--- src/rtl/avgmax_serializer_pkg.sv ---
// Shared constants for the avg/max serializer: FSM encoding, result and SRAM widths.
package avgmax_serializer_pkg;

  localparam int RES_W       = 17;
  localparam int SRAM_DW     = 32;
  localparam int N_WORDS_DEF = 16;
  localparam int LOG2_N_DEF  = 4;

  localparam logic [2:0] S_IDLE  = 3'd0;
  localparam logic [2:0] S_READ  = 3'd1;
  localparam logic [2:0] S_DRAIN = 3'd2;
  localparam logic [2:0] S_CALC  = 3'd3;
  localparam logic [2:0] S_SHIFT = 3'd4;
  localparam logic [2:0] S_DONE  = 3'd5;

  // Counter width able to hold the value n itself.
  function automatic int cnt_w(input int n);
    return $clog2(n + 1);
  endfunction

endpackage

--- src/rtl/avgmax_serializer_if.sv ---
// SRAM read-side bus shared between the serializer and the result SRAM.
interface avgmax_serializer_if
  import avgmax_serializer_pkg::*;
#(
  parameter int ADDR_W = 8
);
  logic               ry;
  logic [SRAM_DW-1:0] read_data;
  logic               cs_n;
  logic               we_n;
  logic [ADDR_W-1:0]  address;

  modport master (input ry, read_data, output cs_n, we_n, address);
  modport slave  (output ry, read_data, input cs_n, we_n, address);
endinterface

--- src/rtl/avgmax_serializer_acc.sv ---
// Row accumulators: running sum (wide enough to never overflow) and unsigned running max.
module avgmax_acc
  import avgmax_serializer_pkg::*;
#(
  parameter int DATA_W = RES_W,
  parameter int LOG2_N = LOG2_N_DEF
) (
  input  logic                     clk,
  input  logic                     rst,
  input  logic                     clear,
  input  logic                     acc_en,
  input  logic [DATA_W-1:0]        d,
  output logic [DATA_W+LOG2_N-1:0] sum,
  output logic [DATA_W-1:0]        max
);

  always_ff @(posedge clk) begin
    if (!rst) begin
      sum <= '0;
      max <= '0;
    end else if (clear) begin
      sum <= '0;
      max <= '0;
    end else if (acc_en) begin
      sum <= sum + {{LOG2_N{1'b0}}, d};
      // strict compare: a tie keeps the current value
      if (d > max) max <= d;
    end
  end

endmodule

--- src/rtl/avgmax_serializer.sv ---
// Reads one row of result words from SRAM, reduces to max or average and
// shifts the selected value out MSB-first.
module avgmax_serializer
  import avgmax_serializer_pkg::*;
#(
  parameter int N_WORDS = N_WORDS_DEF,
  parameter int LOG2_N  = LOG2_N_DEF,
  parameter int ADDR_W  = 8,
  parameter int DATA_W  = RES_W
) (
  input  logic                  clk,
  input  logic                  rst,
  input  logic                  avgmax_en,
  input  logic                  P_s,
  input  logic [ADDR_W-1:0]     base_addr,
  avgmax_serializer_if.master   sram,
  output logic                  P_out,
  output logic                  p_valid,
  output logic                  busy,
  output logic                  avgmax_done
);

  localparam int BC_W = cnt_w(DATA_W);

  localparam logic [LOG2_N:0] LAST_RD  = (LOG2_N+1)'(N_WORDS - 1);
  localparam logic [LOG2_N:0] RD_ONE   = (LOG2_N+1)'(1);
  localparam logic [BC_W-1:0] LAST_BIT = BC_W'(DATA_W - 1);
  localparam logic [BC_W-1:0] BIT_ONE  = BC_W'(1);

  logic [2:0]               state;
  logic                     p_s_q;
  logic [ADDR_W-1:0]        base_q;
  logic [LOG2_N:0]          rd_cnt;
  logic                     rd_vld;
  logic [DATA_W-1:0]        shreg;
  logic [BC_W-1:0]          bit_cnt;
  logic                     issue;
  logic                     acc_clr;
  logic [DATA_W+LOG2_N-1:0] sum;
  logic [DATA_W-1:0]        max_v;
  logic [DATA_W-1:0]        avg;
  logic                     unused_hi;

  // A read goes out in the same cycle ry is seen high, so a stall costs exactly one cycle per ry=0.
  assign issue        = (state == S_READ) && sram.ry;
  assign acc_clr      = (state == S_IDLE) && avgmax_en;
  assign sram.cs_n    = ~issue;
  assign sram.we_n    = 1'b1;
  assign sram.address = (state == S_READ) ? base_q + ADDR_W'(rd_cnt) : '0;
  assign busy         = (state != S_IDLE);
  assign avg          = sum[DATA_W+LOG2_N-1:LOG2_N];
  assign unused_hi    = ^sram.read_data[SRAM_DW-1:DATA_W];

  avgmax_acc #(.DATA_W(DATA_W), .LOG2_N(LOG2_N)) u_acc (
    .clk    (clk),
    .rst    (rst),
    .clear  (acc_clr),
    .acc_en (rd_vld),
    .d      (sram.read_data[DATA_W-1:0]),
    .sum    (sum),
    .max    (max_v)
  );

  always_ff @(posedge clk) begin
    if (!rst) begin
      state       <= S_IDLE;
      p_s_q       <= 1'b0;
      base_q      <= '0;
      rd_cnt      <= '0;
      rd_vld      <= 1'b0;
      shreg       <= '0;
      bit_cnt     <= '0;
      P_out       <= 1'b0;
      p_valid     <= 1'b0;
      avgmax_done <= 1'b0;
    end else begin
      // SRAM data returns one cycle after the issue cycle
      rd_vld      <= issue;
      avgmax_done <= 1'b0;
      case (state)
        S_IDLE: begin
          if (avgmax_en) begin
            p_s_q  <= P_s;
            base_q <= base_addr;
            rd_cnt <= '0;
            state  <= S_READ;
          end
        end
        S_READ: begin
          if (sram.ry) begin
            rd_cnt <= rd_cnt + RD_ONE;
            if (rd_cnt == LAST_RD) state <= S_DRAIN;
          end
        end
        S_DRAIN: state <= S_CALC;
        S_CALC: begin
          shreg   <= p_s_q ? avg : max_v;
          bit_cnt <= '0;
          state   <= S_SHIFT;
        end
        S_SHIFT: begin
          p_valid <= 1'b1;
          P_out   <= shreg[DATA_W-1];
          shreg   <= {shreg[DATA_W-2:0], 1'b0};
          bit_cnt <= bit_cnt + BIT_ONE;
          if (bit_cnt == LAST_BIT) state <= S_DONE;
        end
        S_DONE: begin
          avgmax_done <= 1'b1;
          p_valid     <= 1'b0;
          P_out       <= 1'b0;
          state       <= S_IDLE;
        end
        default: state <= S_IDLE;
      endcase
    end
  end

endmodule

--- src/flat_wrapper.sv ---
// flat-port wrapper written by rule: the top's interface ports become plain ports
module avgmax_serializer_flat import avgmax_serializer_pkg::*;
#(
  parameter int N_WORDS = N_WORDS_DEF,
  parameter int LOG2_N  = LOG2_N_DEF,
  parameter int ADDR_W  = 8,
  parameter int DATA_W  = RES_W
)
  (clk, rst, avgmax_en, P_s, base_addr, P_out, p_valid, busy, avgmax_done, sram_ry, sram_read_data, sram_cs_n, sram_we_n, sram_address);
  avgmax_serializer_if #(.ADDR_W(ADDR_W)) sram_i ();
  input  logic clk;
  input  logic rst;
  input  logic avgmax_en;
  input  logic P_s;
  input  logic [ADDR_W-1:0] base_addr;
  output logic P_out;
  output logic p_valid;
  output logic busy;
  output logic avgmax_done;
  input wire logic [$bits(sram_i.ry)-1:0] sram_ry;
  input wire logic [$bits(sram_i.read_data)-1:0] sram_read_data;
  output wire logic [$bits(sram_i.cs_n)-1:0] sram_cs_n;
  output wire logic [$bits(sram_i.we_n)-1:0] sram_we_n;
  output wire logic [$bits(sram_i.address)-1:0] sram_address;
  assign sram_i.ry = sram_ry;
  assign sram_i.read_data = sram_read_data;
  assign sram_cs_n = sram_i.cs_n;
  assign sram_we_n = sram_i.we_n;
  assign sram_address = sram_i.address;
  avgmax_serializer #(.N_WORDS(N_WORDS), .LOG2_N(LOG2_N), .ADDR_W(ADDR_W), .DATA_W(DATA_W)) u_core (.clk(clk), .rst(rst), .avgmax_en(avgmax_en), .P_s(P_s), .base_addr(base_addr), .sram(sram_i), .P_out(P_out), .p_valid(p_valid), .busy(busy), .avgmax_done(avgmax_done));
endmodule
--- config.mk ---
export PLATFORM = sky130hd
export DESIGN_NAME = avgmax_serializer_flat
export DESIGN_NICKNAME = d
export VERILOG_FILES = /design/src/rtl/avgmax_serializer_pkg.sv /design/src/rtl/avgmax_serializer_if.sv /design/src/rtl/avgmax_serializer_acc.sv /design/src/rtl/avgmax_serializer.sv /design/src/flat_wrapper.sv
export SDC_FILE = /design/constraint.sdc
export NUM_CORES = 1
export LEC_CHECK = 0
export ABC_CLOCK_PERIOD_IN_PS = 2950
export BUFFER_PORTS_ARGS = -buffer_cell sky130_fd_sc_hd__buf_2
export CAP_MARGIN = 30
export CORE_ASPECT_RATIO = 1.75
export CORE_MARGIN = 2
export CORE_UTILIZATION = 59
export CTS_CLUSTER_SIZE = 30
export DETAILED_ROUTE_END_ITERATION = 12
export PLACE_DENSITY = 0.86
export SLEW_MARGIN = 15
export SYNTH_ARGS = -nofsm -noshare
export SYNTH_HDL_FRONTEND = slang
export SYNTH_HIERARCHICAL = 1
export SYNTH_SLANG_ARGS = --single-unit
--- constraint.sdc ---
create_clock -name clk -period 2.95 [get_ports clk]
set_input_delay 0.1475 -clock clk [delete_from_list [all_inputs] [get_ports clk]]
set_output_delay 0.1475 -clock clk [all_outputs]
set_load 0.1 [all_outputs]
==> metrics <==
unrepaired setup endpoints after global routing=no; setup bufs post-CTS=0; die height=roughly 130 µm; cell area after synthesis=slightly above 5000 µm²; share of the synthesized area in the top cell type=between 30% and 40%; top cells by area, synth=dfxtp_1 (32%), ha_1 (11%), nand2_1 (4.1%); FF-to-FF End=u_core/u_acc/max[15]; initial antenna violation count=0; hold path endpoint=u_core/base_q[3]; Max-Cap Viols=0; Critical Path Fanout Max=15; FF-to-FF Start=u_core/u_acc/max[14]; worst hold path type=input port to flip-flop; Cell Rows=44; starting density of the core=approximately three fifths; Die Area=~9400 µm²; post-layout minimum cycle time=2630 ps; VDD IR max=between 0.0003 and 0.0004 V; library cells used by synthesis=74; clk_skew=8.04 ps; root buffer cell=clkbuf_16; first-pass GRT wire length=21000 µm; Least-Margin Pin Slew=approximately 940 ps; Num CTS Buffers=9; Final nets=slightly above 700; Worst EP required=roughly 2800 ps; Cells after DPL=between 700 and 800; H-tree depth=3; CTS tree=built; Worst Hold Launch=base_addr[3]; # clock sinks=just over 80; async set or reset register ratio after synthesis=0%; CTS Hold Bufs=0; slew margin rel.=between 30% and 40%; fraction of layout cells with a size suffix above 1=between 10 and 15%; core footprint=roughly 8300 µm²; Final Non-Filler Cells=753; Final Setup Violations=0; Detailed Place HPWL=9420 µm; DRC=0; initial drt markers=340; power density cells=just over 500 nW/µm²; CTS clk-pin slew, worst paths=roughly 60 ps; commonest cells after routing, fill and taps aside=dfxtp_1 (81), nand2_1 (55), nor2_1 (54); Syn Area/Cell=8.42 µm²; cells on worst reg2reg path=9; Avg WL per Cell=between 15 and 20 µm; Antenna Cells=0; vias in the first global route=roughly 4.7k; #FFs+latches synth=a little over 80; Layout Area Growth over Synthesis=11.6%; outcome=finished clean; remaining antenna violation count=0; worst path arrival time=roughly 2500 ps; Final Cycle Share=approximately 89%; Leakage=around 2.3 nW; GRT Overall Usage=28.8%; EDFF count, synth=0; worst-skew pair later-pin latency=between 300 and 400 ps; Synth Flop Type=dfxtp_1; Max Transition Viols Final=0; IO Pins=slightly below 60; crit path from=u_core/state[0]; Vias=approximately 4.7k; Via density=between 6 and 7; Hold Fails Final Rpt=0; post-cts repair resize count=0; critical path class=flip-flop to output pin; final setup TNS=0 ps; CP Capture Type=output pin; post-synth top area cell=dfxtp_1; sequential element share of the synthesized area=approximately a third; gpl congestion=between 0.9 and 1; maximum operating frequency=roughly 0.38 GHz; Reg2Reg Setup Slack=between 300 and 400 ps; pin count of the biggest net entering global routing=46; grt total ovfl=0; Mapped Cells=602; critical path launch point type=flip-flop; worst-case clock buffer depth=2; Syn Nets=between 600 and 700; commonest non-fill, non-tap cell in the layout=dfxtp_1; Syn. warnings=6; hold depth=3; drt pass-1 iters=7; # port buffers=between 40 and 50; Die Wd=74.1 µm; routed wire length=about 13000 µm
==> kinds of logic after synthesis <==
logic type                 share of synthesized area [%]
and+or+nand+nor                                     22.5
AOI/OAI and AO/OA                                   22.0
DFF                                                 32.0
buffers and inverters                               5.11
adders and majority gates                           11.4
muxes                                               5.21
xor gates and xnor gates                            1.73
other                                             0.0740
==> cell usage after synthesis, types with 8 or more instances <==
cell and number:
nor2_1 54, o31ai_1 17, inv_1 24, clkbuf_1 13, nor3_1 13, a21o_1 12, a21oi_1 35, mux2_2 11
dfxtp_1 81, nor2b_1 17, buf_2 9, a21boi_1 12, mux2i_1 14, nand3_1 29, a31oi_1 8, o21ai_0 15
nand2_1 55, o221ai_1 10, ha_1 43
==> layer usage <==
layer	global-route usage (%)	share of wire (%)	vias to the layer above
met5	0	0	-
met4	17.6	4.5	0
met3	6.12	4.9	52
met2	51.5	54	152
met1	29.1	37	2250
li1	-	-	2262
==> final cells by class <==
cell class                      instances  area, µm²
Multi-Input combinational cell        464       3200
Clock inverter                          5       78.8
Timing Repair Buffer                   51        278
Fill cell                             665       2650
Tap cell                              115        144
Clock buffer                           11        243
Sequential cell                        81       1620
Inverter                               26       97.6
==> power by group <==
part | leakage [nW] | total, mW | switching, mW | internal, mW
clock | 0.159 | 1.21 | 0.448 | 0.763
combinational | 1.51 | 0.485 | 0.325 | 0.159
sequential | 0.655 | 1.18 | 0.0482 | 1.13
==> worst max path at each step <==
stage / to / slack [ps]
after floorplan: sram_address[6] / 180
after global placement: u_core/u_acc/max[6] / 620
after detailed placement: u_core/u_acc/max[15] / 540
after CTS: sram_address[5] / 320
after global routing: sram_address[5] / 190
final: sram_address[5] / 320
==> critical path: stages (launching register included) <==
cell	delay, ps
dfxtp_1	640
nor3b_2	510
nand3b_1	150
or3_1	330
nand3_1	80
buf_2	420
==> through the flow <==
stage | utilization, % | cell area, µm² | setup WS [ps] | total power, mW | hold slack [ps]
floorplan | - | 5070 | 182 | 1.56 | 278
global placement | 64.2 | 5340 | 618 | 1.66 | 390
detailed placement | 64.2 | 5340 | 542 | 1.68 | 397
CTS | 68.1 | 5660 | 315 | 2.88 | 35.8
global route | 68.1 | 5660 | 194 | 2.98 | 39.8
finish | 68.1 | 5660 | 319 | 2.87 | 37.6
==> registers in the layout, indices dropped and copies added, names as in the netlist <==
signal,count
u_core/P_out,1
u_core/avgmax_done,1
u_core/base_q,8
u_core/bit_cnt,5
u_core/p_s_q,1
u_core/p_valid,1
u_core/rd_cnt,5
u_core/rd_vld,1
u_core/shreg,17
u_core/state,3
u_core/u_acc/max,17
u_core/u_acc/sum,21
(Power assumes the default switching activity.)
